$ cat src/rtl/uart_rx_fifo.sv
// Receive-side byte FIFO between the UART receiver and the command interpreter.
// Pops are rate-limited by a post-pulse hold window; RTS has hysteresis on the fill level.
module uart_rx_fifo #(
    parameter int AW       = 4,
    parameter int RTS_HIGH = 12,
    parameter int RTS_LOW  = 4,
    parameter int GAP      = 2
) (
    input  logic          clk_i,
    input  logic          rst_n_i,
    input  logic          wr_valid_i,
    input  logic [7:0]    wr_data_i,
    input  logic          rd_busy_i,
    output logic          rd_valid_o,
    output logic [7:0]    rd_data_o,
    output logic          rts_o,
    output logic [AW:0]   level_o,
    output logic          overflow_o,
    input  logic          clr_overflow_i
);

    localparam int DEPTH = 2**AW;
    localparam logic [AW:0] FULL      = (AW+1)'(DEPTH);
    localparam logic [AW:0] HIGH_MARK = (AW+1)'(RTS_HIGH);
    localparam logic [AW:0] LOW_MARK  = (AW+1)'(RTS_LOW);
    localparam logic [2:0]  GAP_INIT  = 3'(GAP);

    typedef enum logic {
        IDLE,
        HOLD
    } state_t;

    state_t        state;
    logic [7:0]    mem [DEPTH];
    logic [AW-1:0] wr_ptr;
    logic [AW-1:0] rd_ptr;
    logic [AW:0]   count;
    logic [AW:0]   next_count;
    logic [2:0]    gap_cnt;
    logic          pop;
    logic          push;
    logic          drop;

    // A pop frees a slot in the same cycle, so a full FIFO can still accept a byte then.
    assign pop  = (state == IDLE) && (count != '0) && !rd_busy_i;
    assign push = wr_valid_i && ((count != FULL) || pop);
    assign drop = wr_valid_i && (count == FULL) && !pop;

    assign level_o = count;

    always_comb begin
        next_count = count;
        if (push && !pop) begin
            next_count = count + 1'b1;
        end else if (pop && !push) begin
            next_count = count - 1'b1;
        end
    end

    always_ff @(posedge clk_i) begin
        if (push) begin
            mem[wr_ptr] <= wr_data_i;
        end
    end

    always_ff @(posedge clk_i or negedge rst_n_i) begin
        if (!rst_n_i) begin
            state      <= IDLE;
            gap_cnt    <= '0;
            wr_ptr     <= '0;
            rd_ptr     <= '0;
            count      <= '0;
            rd_valid_o <= 1'b0;
            rd_data_o  <= 8'h00;
            rts_o      <= 1'b1;
            overflow_o <= 1'b0;
        end else begin
            rd_valid_o <= 1'b0;
            count      <= next_count;

            if (push) begin
                wr_ptr <= wr_ptr + 1'b1;
            end

            case (state)
                IDLE: begin
                    if (pop) begin
                        rd_data_o  <= mem[rd_ptr];
                        rd_ptr     <= rd_ptr + 1'b1;
                        rd_valid_o <= 1'b1;
                        gap_cnt    <= GAP_INIT;
                        state      <= HOLD;
                    end
                end
                HOLD: begin
                    gap_cnt <= gap_cnt - 3'd1;
                    if (gap_cnt == 3'd1) begin
                        state <= IDLE;
                    end
                end
                default: state <= IDLE;
            endcase

            // Between the two marks RTS keeps its previous value.
            if (next_count >= HIGH_MARK) begin
                rts_o <= 1'b0;
            end else if (next_count <= LOW_MARK) begin
                rts_o <= 1'b1;
            end

            if (drop) begin
                overflow_o <= 1'b1;
            end else if (clr_overflow_i) begin
                overflow_o <= 1'b0;
            end
        end
    end

endmodule

$ cat config.mk
export PLATFORM = sky130hd
export DESIGN_NAME = uart_rx_fifo
export DESIGN_NICKNAME = d
export VERILOG_FILES = /design/src/rtl/uart_rx_fifo.sv
export SDC_FILE = /design/constraint.sdc
export NUM_CORES = 1
export LEC_CHECK = 0
export CAP_MARGIN = 20
export CORE_MARGIN = 2
export CORE_UTILIZATION = 50
export CTS_CLUSTER_DIAMETER = 30
export DETAILED_ROUTE_END_ITERATION = 8
export DONT_BUFFER_PORTS = 1
export PLACE_DENSITY_LB_ADDON = 0.12
export SETUP_SLACK_MARGIN = 0.4
export SYNTH_ARGS = -nofsm -noshare
export SYNTH_HDL_FRONTEND = slang
export SYNTH_SLANG_ARGS = --single-unit
$ cat constraint.sdc
create_clock -name clk_i -period 4.8 [get_ports clk_i]
set_input_delay 0.72 -clock clk_i [delete_from_list [all_inputs] [get_ports clk_i]]
set_output_delay 0.72 -clock clk_i [all_outputs]
set_load 0.02 [all_outputs]
---- Word level (Yosys, flattened, before mapping) ----
Memories as Yosys holds them, arrays and structs flattened. A register that Yosys moved wholly into a read port is not among the register bits.
Index checks and enable logic that the tools add are counted.
word-level totals
  memory bits (read-only) ................. 0
  word-level logic and storage cells ...... 51
  memories ................................ 1
  RAM bits ................................ 128
  latch bits .............................. 0
  flip-flop bits (word level) ............. 20
memories
  memory  words  bits a word  rd ports  clocked after memory_dff  write ports  line  source
  mem     16     8            1         1                         1            34    logic [7:0] mem [DEPTH];
cells by class
  bitwise operators ....................... 1
  eq/ne operators ......................... 4
  magnitude comparators ................... 2
  add/sub/neg operators ................... 5
  $mul .................................... 0
  shifts and indexed selects .............. 0
  mux-type cells .......................... 14
  reduce and logical (&&, ||, !) cells .... 16
  divide/modulo/power cells ............... 0
operator list
  kind                   count
  $mux W5                2
  $mux W1                9
  $add A4 B1 Y4 const B  2
  $logic_and A1 B1 Y1    7
  $pmux W3 S2            1
  $add A5 B1 Y5 const B  1
  $eq A5 B5 Y1 const B   1
  $ge A5 B4 Y1 const B   1
  $le A5 B3 Y1 const B   1
  $ne A5 B5 Y1 const B   1
  $reduce_bool A5 Y1     1
  $sub A5 B1 Y5 const B  1
  $logic_not A1 Y1       4
  $reduce_bool A2 Y1     2
  $eq A3 B1 Y1 const B   1
  $mux W3                1
  $sub A3 B1 Y3 const B  1
  $ne A2 B2 Y1 const B   1
  $pmux W1 S2            1
  $reduce_and A2 Y1      1
  $logic_or A1 B1 Y1     1
  $not A1 Y1             1

---- Logic depth before layout (Yosys ltp) ----
  depth after elaboration ................. 12
  depth in mapped cells ................... 9

---- Worst setup path after synthesis ----
Ideal clock, no wire load.
  kind .................................... reg2reg
  start point ............................. register count[0], in the netlist level_o[0]
  end point ............................... memory mem[3][0] (enable)
  slack ................................... 2,192 ps
  path buffers ............................ 0
  arrival time ............................ 2,225 ps
  setup time .............................. 383 ps
  cell stages (with the launch flop) ...... 7
  clock period less this slack ............ 2,608 ps
  data required time ...................... 4,417 ps
  cells stage by stage .................... dfrtp_1 inv_1 ha_1 nor3b_1 a31oi_2 nand2_1 nor3_1
on the way
  longest elaborated chain between the ends .. 7
  elaborated cells between the ends (all ways) .. 8
  classes of those cells .................. eq/ne (1); mux (2); reduce/logical (5)
RTL lines
  item                              line  source
  start: declaration                37    logic [AW:0] count;
  start signal: assignment          79    count <= next_count;
  $reduce_bool A5 Y1                45    assign pop = (state == IDLE) && (count != '0) && !rd_busy_i;
  $logic_and A1 B1 Y1 (2 in a row)  45
  $logic_or A1 B1 Y1 *              46    assign push = wr_valid_i && ((count != FULL) || pop);
  $logic_and A1 B1 Y1 *             46
  $mux W1 *                         61    if (push) begin
  $mux W1 (not written as such) *   62    mem[wr_ptr] <= wr_data_i;
  end: declaration                  34
Every way passes the cells marked *; elsewhere a longest branch is shown, timed or not.

---- Final worst setup path ----
  start point ............................. register count[0], in the netlist level_o[0]
  end point ............................... memory mem[0][4] (enable)
The elaborated chain is that of the path after synthesis.

==> results by group <==
Run status
  – Status: completed

STA
  – Slew Limit Fails: 0
  – Period minus WS final: 3.18 ns
  – Final hold slack: 0.130 ns
  – Final WS setup: 1.62 ns
  – Setup TNS: 0 ns
  – Clk_skew: 0.00696 ns
  – Finish-stage setup viols: 0
  – Fin. Hold Viols: 0
  – Worst-margin pin slew: 1.09 ns
  – Fin crit share: 66.2%
  – Slew headroom: 27.0%
  – RSZ-0062 raised after global routing: false
  – FMAX: 314 MHz

Detailed routing
  – DRT Wirelength: 12500 µm
  – 1st-iter DRT viols: 318
  – DR vias/cell: 5.69
  – Drt drc: 0
  – DR WL/cell: 22.8 µm
  – Via Count: 3110
  – Routed Antenna Nets: 0
  – First-pass iteration count of the detailed router: 4

Synthesis
  – Unique masters post-synth: 46
  – FFs w/ async S/R, synth: 17.9%
  – Main synth FF type: edfxtp_1
  – Syn avg cell area: 18.0 µm²
  – Yosys Warn Count: 0
  – Net Count, Synth: 379
  – Post-Synthesis Cells: 357
  – Cell Area, Synth: 6410 µm²
  – Part of the Yosys area used for sequential elements: 70.9%
  – EDFF count, synth: 128
  – Seq cells post-synth: 156

Power
  – Pleak: 2.39 nW
  – Peak supply drop: 0.318 mV
  – Pwr Total: 4.26 mW
  – Pwr/cell area: 601 nW/µm²

Global routing
  – Largest net degree at the start of global routing: 36
  – GRT Residual Overflow: 0
  – First-pass GRT wire length: 18800 µm
  – Total track usage: 19.9%
  – Initial antenna violation count: 0
  – Vias in the first global route: 3194

Setup path
  – Crit. Startpoint: level_o[0]
  – Worst path max stage delay: 0.87 ns
  – CP top delay family: simple AND/OR/NAND/NOR gates
  – CP Buf/Inv Count: 1
  – Worst-path fanout max: 8
  – Crit-path cells: inv_1 > ha_1 > nor3b_1 > a31oi_2 > nand2_1 > nor3_1
  – Worst reg2reg path startpoint: level_o[0]
  – Startpoint types: register
  – Worst EP arrival: 3.21 ns
  – Element type at the critical path end: register
  – Slowest cell on crit path: nor3_1
  – Critical path class: reg -> reg
  – CP Data Required Time: 4.83 ns

Place
  – Detail Placement HPWL: 8040 µm
  – DP Worst Slack: 1.64 ns
  – Final RePlAce weighted congestion: 0.785
  – IO buf count: 0

Finish
  – Fillcell total: 974
  – Antenna diodes: 0
  – Share of layout cells above drive strength 1: 19.7%
  – Multi-input logic area: 1700 µm²
  – Nets: 384
  – Area delta synth->final: 10.4%
  – Reg area: 4550 µm²

CTS
  – CTS tree: built
  – Worst-skew pair later-pin latency: 0.41 ns
  – Setup Buffers After CTS: 0
  – Reg clk slew, reported paths: 0.06 ns
  – Clock Path Buffers: 2
  – Clk sinks: 156
  – H-tree levels: 4
  – Clock buffer count from CTS: 17
  – Root Driver: clkbuf_16

Floorplanning
  – I/O pin total: 29
  – Core box area: 12600 µm²
  – Die width: 117 µm
  – Starting Density: 51.0%
  – Chip height: 117 µm
  – Row Count: 41
  – Die ar.: 13700 µm²

Min path
  – Kind of path behind the tightest hold check: in -> async

Flow run
  – Max Cap Violations: 0
-- per-stage QoR --
step | utilization, % | cells | instance area, µm²
after floorplan | - | 357 | 6410
after global placement | 51.9 | 512 | 6530
after global routing | 56.3 | 547 | 7080
after detailed placement | 51.9 | 512 | 6530
after CTS | 56.2 | 545 | 7070
final | 56.3 | 547 | 7080
-- what timing repair did --
item,CTS,global route
hold buffers,1,0
endpoints found under the hold margin,27,0
gates resized for setup,0,0
-- placed cells by master (no fill, tap or decap), drive strengths merged, types with 7 or more instances in the layout --
cell / n
clkbuf: 29
dfrtp: 27
ha: 9
inv: 13
nor3: 7
nor2: 17
mux4: 40
nand2: 41
edfxtp: 128
-- Yosys cell counts, drive strengths merged, types with 3 or more instances --
master / number / share of area, %
a21oi: 4 / 0.31
buf: 12 / 1.4
clkbuf: 7 / 0.41
dfrtp: 27 / 11
edfxtp: 128 / 60
ha: 9 / 1.8
inv: 13 / 0.76
mux4: 40 / 14
nand2: 41 / 2.4
nand2b: 3 / 0.29
nand4: 3 / 0.29
nor2: 17 / 1.0
nor3: 7 / 0.62
o21ai: 6 / 0.64
o22ai: 3 / 0.29
xnor2: 6 / 0.82
-- worst paths after layout --
path	to	slack (ns)	cells after the start
worst max-delay path	mem[0][4]	1.62	6
worst min-delay path	wr_ptr[2]	0.13	1
worst max register to register	mem[0][4]	1.62	6
worst min register to register	state	0.53	2
max in group asynchronous	rd_ptr[0]	4.49	1
min in group clk_i	mem[6][3]	0.40	0
-- flip-flops by register name (all words and copies together), names as in the netlist --
register and count:
wr_ptr 4, level_o 5, rd_data_o 8, mem 128, gap_cnt 3, state 1
rd_valid_o 1, rts_o 1, rd_ptr 4, overflow_o 1
-- layer usage --
metal / vias to the layer above / wire (µm) / track usage [%]
met5: - / 0 / 0
met4: 0 / 239 / 8.31
met3: 13 / 654 / 5.77
met2: 74 / 6290 / 31.8
met1: 1619 / 5270 / 26.0
li1: 1404 / - / -
-- cells by family (layout without fill, tap and decap cells) --
logic type,count (synthesis),after routing,share of synthesized area [%]
AO/OA/AOI/OAI,27,27,3.32
buffers and inverters,32,50,2.59
XOR/XNOR,8,8,1.09
flip-flops,156,156,70.9
multiplexers,42,42,14.4
AND/OR/NAND/NOR,83,83,5.99
adder cells (fa/ha/maj),9,9,1.76
-- final cells by class --
| class | count | share of cell area [%] |
|---|---|---|
| Timing Repair Buffer | 5 | 0.707 |
| Sequential cell | 156 | 64.2 |
| Tap cell | 172 | 3.04 |
| Multi-Input combinational cell | 169 | 24.0 |
| Clock inverter | 5 | 0.671 |
| Inverter | 13 | 0.689 |
| Clock buffer | 27 | 6.68 |
-- report_power, final --
group | total, mW | internal (mW) | switching (mW) | leakage, nW
Combinational | 1.04 | 0.535 | 0.508 | 0.643
Clock | 1.20 | 0.722 | 0.476 | 0.252
Sequential | 2.01 | 1.69 | 0.322 | 1.50
Total | 4.26 | 2.95 | 1.31 | 2.39
(Power assumes the default switching activity.)
